===== config.mk =====
export PLATFORM = sky130hd
export DESIGN_NAME = dm_access_arbiter
export DESIGN_NICKNAME = d
export VERILOG_FILES = /design/src/rtl/dm_access_arbiter.sv
export SDC_FILE = /design/constraint.sdc
export NUM_CORES = 1
export LEC_CHECK = 0
export CAP_MARGIN = 20
export CORE_UTILIZATION = 25
export CTS_BUF_LIST = sky130_fd_sc_hd__clkbuf_4
export DETAILED_ROUTE_END_ITERATION = 7
export GPL_TIMING_DRIVEN = 0
export SLEW_MARGIN = 20
export SYNTH_ARGS = -nofsm -noshare
export SYNTH_HDL_FRONTEND = slang
export SYNTH_SLANG_ARGS = --single-unit

===== constraint.sdc =====
create_clock -name clk -period 9.8 [get_ports clk]
set_clock_uncertainty 0.05 [all_clocks]
set_input_delay 1.96 -clock clk [delete_from_list [all_inputs] [get_ports clk]]
set_output_delay 1.96 -clock clk [all_outputs]
set_load 0.01 [all_outputs]

===== src/rtl/dm_access_arbiter.sv =====
`default_nettype none
// ============================================================================
// Module   : dm_access_arbiter
// Brief    : Data-memory arbiter between the CPU MEM stage and a DMA master,
//            one fixed-latency read outstanding at a time.
// Revision : 1.0 - initial release
// ============================================================================
module dm_access_arbiter #(
    parameter int RD_LAT       = 1,
    parameter int STARVE_LIMIT = 4
) (
    input  logic        clk,
    input  logic        reset,
    input  logic        cpu_req,
    input  logic [3:0]  cpu_we,
    input  logic [31:0] cpu_addr,
    input  logic [31:0] cpu_wdata,
    output logic        cpu_stall,
    output logic [31:0] cpu_rdata,
    output logic        cpu_rvalid,
    input  logic        dma_req,
    input  logic [3:0]  dma_we,
    input  logic [31:0] dma_addr,
    input  logic [31:0] dma_wdata,
    output logic        dma_gnt,
    output logic [31:0] dma_rdata,
    output logic        dma_rvalid,
    output logic        mem_en,
    output logic [3:0]  mem_we,
    output logic [31:0] mem_addr,
    output logic [31:0] mem_wdata,
    input  logic [31:0] mem_rdata
);

    localparam logic [0:0] C_ST_IDLE      = 1'b0;
    localparam logic [0:0] C_ST_WAIT      = 1'b1;
    localparam logic       C_OWN_CPU      = 1'b0;
    localparam logic       C_OWN_DMA      = 1'b1;
    localparam logic [3:0] C_RD_LAT       = 4'(RD_LAT);
    localparam logic [3:0] C_STARVE_LIMIT = 4'(STARVE_LIMIT);

    logic [0:0]  state_q, state_d;
    logic [3:0]  lat_cnt_q, lat_cnt_d;
    logic [3:0]  starve_cnt_q, starve_cnt_d;
    logic        owner_q, owner_d;
    logic [31:0] cpu_rdata_q, cpu_rdata_d;
    logic [31:0] dma_rdata_q, dma_rdata_d;
    logic        cpu_rvalid_q, cpu_rvalid_d;
    logic        dma_rvalid_q, dma_rvalid_d;

    logic        cpu_live;
    logic        dma_win;
    logic        cpu_win;
    logic        issue;
    logic [3:0]  iss_we;
    logic [31:0] iss_addr;
    logic [31:0] iss_wdata;

    always_comb begin
        state_d      = state_q;
        lat_cnt_d    = lat_cnt_q;
        starve_cnt_d = starve_cnt_q;
        owner_d      = owner_q;
        cpu_rdata_d  = cpu_rdata_q;
        dma_rdata_d  = dma_rdata_q;
        cpu_rvalid_d = 1'b0;
        dma_rvalid_d = 1'b0;

        // The held cpu_req during the CPU's rvalid cycle is the tail of the
        // access that is completing, not a new request.
        cpu_live = cpu_req & ~cpu_rvalid_q;
        dma_win  = (state_q == C_ST_IDLE) & dma_req &
                   (~cpu_live | (starve_cnt_q == C_STARVE_LIMIT));
        cpu_win  = (state_q == C_ST_IDLE) & cpu_live & ~dma_win;
        issue    = dma_win | cpu_win;

        iss_we    = 4'b0;
        iss_addr  = 32'b0;
        iss_wdata = 32'b0;
        if (dma_win) begin
            iss_we    = dma_we;
            iss_addr  = dma_addr;
            iss_wdata = dma_wdata;
        end else if (cpu_win) begin
            iss_we    = cpu_we;
            iss_addr  = cpu_addr;
            iss_wdata = cpu_wdata;
        end

        if (issue && (iss_we == 4'b0)) begin
            owner_d   = dma_win ? C_OWN_DMA : C_OWN_CPU;
            lat_cnt_d = C_RD_LAT;
            state_d   = C_ST_WAIT;
        end

        if (state_q == C_ST_WAIT) begin
            lat_cnt_d = lat_cnt_q - 4'd1;
            if (lat_cnt_q == 4'd1) begin
                state_d = C_ST_IDLE;
                if (owner_q == C_OWN_DMA) begin
                    dma_rdata_d  = mem_rdata;
                    dma_rvalid_d = 1'b1;
                end else begin
                    cpu_rdata_d  = mem_rdata;
                    cpu_rvalid_d = 1'b1;
                end
            end
        end

        if (!dma_req || dma_win) begin
            starve_cnt_d = 4'd0;
        end else if (cpu_win && (starve_cnt_q != C_STARVE_LIMIT)) begin
            starve_cnt_d = starve_cnt_q + 4'd1;
        end
    end

    always_ff @(posedge clk or posedge reset) begin
        if (reset) begin
            state_q      <= C_ST_IDLE;
            lat_cnt_q    <= 4'd0;
            starve_cnt_q <= 4'd0;
            owner_q      <= C_OWN_CPU;
            cpu_rdata_q  <= 32'b0;
            dma_rdata_q  <= 32'b0;
            cpu_rvalid_q <= 1'b0;
            dma_rvalid_q <= 1'b0;
        end else begin
            state_q      <= state_d;
            lat_cnt_q    <= lat_cnt_d;
            starve_cnt_q <= starve_cnt_d;
            owner_q      <= owner_d;
            cpu_rdata_q  <= cpu_rdata_d;
            dma_rdata_q  <= dma_rdata_d;
            cpu_rvalid_q <= cpu_rvalid_d;
            dma_rvalid_q <= dma_rvalid_d;
        end
    end

    // Combinational outputs are forced low while reset is asserted.
    assign mem_en     = issue & ~reset;
    assign mem_we     = reset ? 4'b0  : iss_we;
    assign mem_addr   = reset ? 32'b0 : iss_addr;
    assign mem_wdata  = reset ? 32'b0 : iss_wdata;
    assign dma_gnt    = dma_win & ~reset;
    assign cpu_stall  = ~reset & cpu_req & ~cpu_rvalid_q &
                        ~(cpu_win & (cpu_we != 4'b0));
    assign cpu_rdata  = cpu_rdata_q;
    assign dma_rdata  = dma_rdata_q;
    assign cpu_rvalid = cpu_rvalid_q;
    assign dma_rvalid = dma_rvalid_q;

endmodule
`default_nettype wire


==> results of run 1 <==
==> power groups by stage <==
stage               Clock (uW)  Sequential [uW]  Combinational, uW
floorplan                    0              610                335
global placement             0              544                904
detailed placement           0              553                913
CTS                        174              549                921
global route               188              569                969
finish                     164              548                909
==> layout by cell type (no fill, tap or decap), types with 2 or more instances in the layout <==
cell / instances
clkdlybuf4s50_1: 307
ha_1: 4
buf_6: 9
nor3_1: 3
o21ai_0: 5
nand3_1: 2
dfrtp_1: 76
nor2_1: 11
and2_1: 2
clkinv_2: 2
clkinv_1: 2
diode_2: 3
or3_1: 2
a22oi_1: 4
buf_2: 9
inv_1: 6
nand4b_1: 2
a22o_2: 55
nand3b_1: 3
clkbuf_4: 9
mux2_1: 3
nand2_1: 5
mux2_2: 61
a22o_1: 9
a31o_2: 3
a21oi_1: 6
clkbuf_1: 4
buf_4: 2
==> stage by stage <==
stage / instance area [sq um] / utilization / setup slack [ns]
after floorplan: 3973 / - / 2.865
after global placement: 7310 / 0.4755 / 0.8151
after detailed placement: 7340 / 0.4775 / 2.926
after CTS: 7450 / 0.4847 / 2.926
after global routing: 7450 / 0.4847 / 2.784
final: 7457 / 0.4851 / 3.011
==> cells in the mapped netlist, drive strengths merged, types with 2 or more instances <==
cell    number
dfrtp       76
a22o        65
mux2        64
buf         20
nor2        11
inv          8
a21oi        6
nand2        6
o21ai        5
a22oi        4
clkbuf       4
ha           4
nor3         4
a31o         3
nand3b       3
or3          3
a21boi       2
and2         2
and2b        2
nand3        2
nand4b       2
==> layout make-up <==
| cell class | count | area share |
|---|---|---|
| Antenna cell | 3 | 0.001007 |
| Buffer | 24 | 0.02366 |
| Clock buffer | 9 | 0.009060 |
| Clock inverter | 7 | 0.005705 |
| Inverter | 8 | 0.004362 |
| Multi-Input combinational cell | 201 | 0.2500 |
| Sequential cell | 76 | 0.2550 |
| Tap cell | 211 | 0.03540 |
| Timing Repair Buffer | 308 | 0.4158 |
==> cell families (layout without fill, tap and decap cells) <==
| family | count (synthesis) | count (layout) | share of synthesized area |
|---|---|---|---|
| buffers and inverters | 32 | 356 | 0.05197 |
| adders and majority gates | 4 | 4 | 0.01260 |
| muxes | 64 | 64 | 0.1814 |
| AOI/OAI and AO/OA | 91 | 91 | 0.2091 |
| and+or+nand+nor | 42 | 42 | 0.06615 |
| other | 0 | 3 | 0 |
| DFF | 76 | 76 | 0.4787 |
==> worst reg2reg max path, stage by stage (launching register included) <==
cell	delay, ns
dfrtp_1	0.44
inv_1	0.06
ha_1	0.22
and3b_1	0.25
or3_2	0.44
or3_1	0.35
a21boi_1	0.15
==> state kept, by name, indices dropped and copies added, names as in the netlist <==
register and flops:
cpu_rdata 32, cpu_rvalid 1, dma_rdata 32, dma_rvalid 1, lat_cnt_q 4, owner_q 1, starve_cnt_q 4, state_q 1
==> routing by layer <==
layer | share of wire | vias up | GRT usage
li1 | - | 1816 | -
met1 | 0.40 | 1941 | 0.2631
met2 | 0.46 | 211 | 0.3513
met3 | 0.11 | 21 | 0.07638
met4 | 0.033 | 0 | 0.1038
met5 | 0 | - | 0
==> path summary, 6_finish.rpt <==
kind / end / slack, ns / cells past startpoint
worst max-delay path: mem_addr[4] / 3.01 / 8
worst min-delay path: cpu_rdata[5]$_DFFE_PP0P_ / 0.46 / 1
worst max register to register: starve_cnt_q[3]$_DFFE_PP0P_ / 7.78 / 6
worst min register to register: cpu_rdata[5]$_DFFE_PP0P_ / 0.46 / 1
max in group asynchronous: starve_cnt_q[2]$_DFFE_PP0P_ / 7.36 / 3
min in group asynchronous: cpu_rdata[18]$_DFFE_PP0P_ / 1.78 / 2
==> run metrics, run 1 <==
Worst path top cell family by delay buffers and inverters; row count 45; maximum clock rate 147.3 MHz; static leakage power 0.002986 uW; initial antenna violation count 1; initial drt markers 162; Syn Inst Count 309; crit path from reset; CTS tree done; H-tree lvl count 3; final setup fails 0; Remaining Overflow, GRT 0; placed cells 828; top cells by area, synth dfrtp_1 (48%), mux2_2 (17%), a22o_2 (14%); cts repair resizes 0; vias in the first global route 4242; sequential share of power 0.338; synthesized area 0.003973 sq mm; Logic pwr share 0.561; syn_area_per_cell 12.86 sq um; first-pass GRT wire length between 20000 and 30000 um; unrepaired setup endpoints after global routing false; max-slew violation count 0; CTS buffer count 9; gpl congestion 0.8518; maxcap violations 0; port bufs 307; clock sinks 76; Core Area between 0.015 and 0.02 sq mm; post-synth cell types 45; die width 128.1 um; I/O pin cnt just over 300; CP Capture Type output pin; Seq/Total Area, Yosys 0.4787; Setup TNS Final 0 ns; share of post-route cells with drive strength above 1 0.2575; Switch Pwr 554.6 uW; Storage cell area 0.001902 sq mm; via count 3989; Post-synth ARST share 1.000; remaining antenna violation count after routing 0; number of flops mapped to enable cells by yosys 0; clock network fraction of total power 0.101; clock-pin slew on the worst setup and hold paths 0.12 ns; final net count 804; switch share 0.3420; ys flop type dfrtp_1; CP Class in -> out; CTS Hold Bufs 0; crit path DAT 4.78 ns; PD cells ~220 mW/mm^2; CP max-delay cell clkdlybuf4s50_1; worst path cell trace clkdlybuf4s50_1, inv_4, buf_16, nand2_1, nor3_4, buf_6, a22o_2, clkdlybuf4s50_1; CP peak stage delay ~0.60 ns; hold slack 0.4634 ns; total of warnings raised by yosys 0; Synth Register Bits 76; Internal around 1100 uW; initial core utilization 0.2584; Tightest Pin Transition 0.5846 ns; clock tree buffer depth 2; Fin. Hold Viols 0; worst r2r src starve_cnt_q[0]$_DFFE_PP0P_; Multi-input gate area 0.001864 sq mm; crit path buf inv count 5; Hold Startpoint cpu_rdata[5]$_DFFE_PP0P_; Area Growth Syn to Fin 87.72%; Relative slew margins 0.6090; synthesized net count between 400 and 500; Required @ worst endpoint between 7 and 8 ns; CP Launch Type primary input; # fillers 1437; fin crit period 6.789 ns; CP Max Fanout 56; status completed; Remaining DRCs 0; Total Die Area approximately 0.016 sq mm; Die Ht 128.1 um; top cell type's share of synthesized area 0.4787; Tcrit/Tclk final 0.6927; worst skew pair latency 0.44 ns; Routed WL 18380 um; Final Non-Filler Cells 847; post-DR wirelength/cell 21.70 um; dpl hpwl 14910 um; Worst Hold Class reg -> reg; Total Power 1622 uW; post-synth top area cell dfrtp_1; Post CTS Setup Buffer Count 0; Top cell by count, worst path clkdlybuf4s50_1; All-Layer GR Usage 0.2193; peak supply drop 155.0 uV; Root Driver clkbuf_4; vias per cell between 4 and 5; largest net degree at the start of global routing 57; drt first pass iters 4
Power figures use the tool's default switching activity.
==> run 2, diff against run 1 <==
--- a/config.mk
+++ b/config.mk
@@ -10,6 +10,7 @@
 export CTS_BUF_LIST = sky130_fd_sc_hd__clkbuf_4
 export DETAILED_ROUTE_END_ITERATION = 7
 export GPL_TIMING_DRIVEN = 0
+export PLACE_DENSITY = 0.66
 export SLEW_MARGIN = 20
 export SYNTH_ARGS = -nofsm -noshare
 export SYNTH_HDL_FRONTEND = slang
==> constraint.sdc (replaced) <==
create_clock -name clk -period 6 [get_ports clk]
set_clock_uncertainty 0.05 [all_clocks]
set_input_delay 1.2 -clock clk [delete_from_list [all_inputs] [get_ports clk]]
set_output_delay 1.2 -clock clk [all_outputs]
set_load 0.01 [all_outputs]
==> run 2 against run 1 <==
  * Largest power group unchanged
  * Combinational power up 62%
  * Largest cell class unchanged
  * Core utilization about the same
  * Routed wire length is 4.5% lower
  * Power grew 63%
  * Flip-flop and latch count unchanged
  * Cell count shrank 0.24%
==> run metrics, run 2 (synthesis results as in run 1) <==
status completed; remaining antenna violation count after routing 0; row count 45; Remaining Overflow, GRT 0; final setup fails 0; drt first pass iters 4; CTS buffer count 9; Worst Hold Class reg -> reg; clock-pin slew on the worst setup and hold paths 0.12 ns; I/O pin cnt 309; Final Cell Area 0.007462 sq mm; placed instance area 0.007340 sq mm; first-pass GRT wire length 24900 um; crit path buf inv count 6; crit path DAT about 4 ns; unrepaired setup endpoints after global routing false; most crowded layer after global routing met2; via count between 4k and 5k; final core utilization 0.4855; Routed WL 17550 um; post-DR wirelength/cell 20.77 um; fin worst setup slack between 0.7 and 0.8 ns; CP max-delay cell clkdlybuf4s50_1; Area Growth Syn to Fin 87.84%; clock tree buffer depth 2; peak supply drop 301.8 uV; CTS Hold Bufs 0; CP Max Fanout 60; All-Layer GR Usage 0.2063; maximum clock rate 188.8 MHz; CTS tree done; Relative slew margins 0.6183; fin crit period between 5 and 6 ns; initial core utilization 0.2584; H-tree lvl count 3; Post CTS Setup Buffer Count 0; worst path cell trace clkdlybuf4s50_1, inv_4, buf_16, nand2_1, nor2_1, buf_2, buf_2, a22o_2, clkdlybuf4s50_1; die width 128.1 um; max-slew violation count 0; CP Capture Type output pin; worst skew pair latency 0.41 ns; cts repair resizes 0; Die Ht around 130 um; final net count about 800; Remaining DRCs 0; Total Die Area 0.01640 sq mm; PD cells 355.1 mW/mm^2; Total Power 2649 uW; CP peak stage delay 0.65 ns; CP Launch Type primary input; Place WS 0.6222 ns; Core Area 0.01537 sq mm; gpl congestion 0.8538; port bufs 307; CP Class in -> out; grt met3 use 0.08055; Worst path top cell family by delay buffers and inverters; vias in the first global route 4169; met2 usage 0.3581; Root Driver clkbuf_4; vias per cell 4.744; dpl hpwl 14260 um; Tcrit/Tclk final 0.8827; Required @ worst endpoint 4.75 ns; Fin. Hold Viols 0; largest net degree at the start of global routing 61; clock sinks 76; most frequent cells in the layout clkdlybuf4s50_1 (307), dfrtp_1 (76), mux2_2 (61); global routing usage on met1 0.2331; maxcap violations 0; Tightest Pin Transition between 0.5 and 0.6 ns; share of post-route cells with drive strength above 1 0.2607; static leakage power roughly 0.003 uW; initial antenna violation count 3; most common cell after layout, fill and taps aside clkdlybuf4s50_1; initial drt markers 117
run 2: cell count changes in the layout (fill, tap and decap cells not counted):
| cell | before | now |
|---|---|---|
| clkbuf_4 | 9 | 11 |
| clkinv_1 | 2 | 0 |
| clkinv_2 | 2 | 1 |
| clkinvlp_4 | 1 | 2 |
| diode_2 | 3 | 1 |
run 2: cell type report:
cell class | instances | area [sq um]
buffer | 24 | 176.4
inverter | 8 | 32.53
clock buffer | 11 | 82.58
clock inverter | 5 | 37.54
antenna | 1 | 2.502
timing repair buffer | 308 | 3100
multi-input combinational | 201 | 1864
sequential | 76 | 1902
tap | 211 | 264.0
fill | 1400 | 7909
run 2: final timing paths:
check                      slack, ns                   startpoint                          end  cells after the start
setup / recovery                0.70                        reset                 mem_addr[28]                      9
hold / removal                  0.46     cpu_rdata[5]$_DFFE_PP0P_     cpu_rdata[5]$_DFFE_PP0P_                      1
setup reg to reg                3.98  starve_cnt_q[0]$_DFFE_PP0P_  starve_cnt_q[3]$_DFFE_PP0P_                      6
hold reg to reg                 0.46     cpu_rdata[5]$_DFFE_PP0P_     cpu_rdata[5]$_DFFE_PP0P_                      1
max in group asynchronous       4.30                        reset    dma_rdata[23]$_DFFE_PP0P_                      3
min in group asynchronous       1.03                        reset    dma_rdata[11]$_DFFE_PP0P_                      2
run 2: power by group:
group	internal, uW	total, uW	switching [uW]
registers	756	898	142
logic	903	1470	569
clock network	96.0	279	183
total	1760	2650	894
run 2: per-stage QoR:
step	hold slack, ns	std cells	setup TNS (ns)
after global routing	0.4823	845	0
final	0.4601	845	0
after global placement	0.4201	827	-90.56
after CTS	0.4658	844	0
after floorplan	0.4561	309	0
after detailed placement	0.4356	828	0
run 2: metal layers:
metal / up-vias / wire length (um)
met5: - / 13
met4: 2 / 329
met3: 20 / 1847
met2: 211 / 8605
met1: 1968 / 6758
li1: 1808 / -
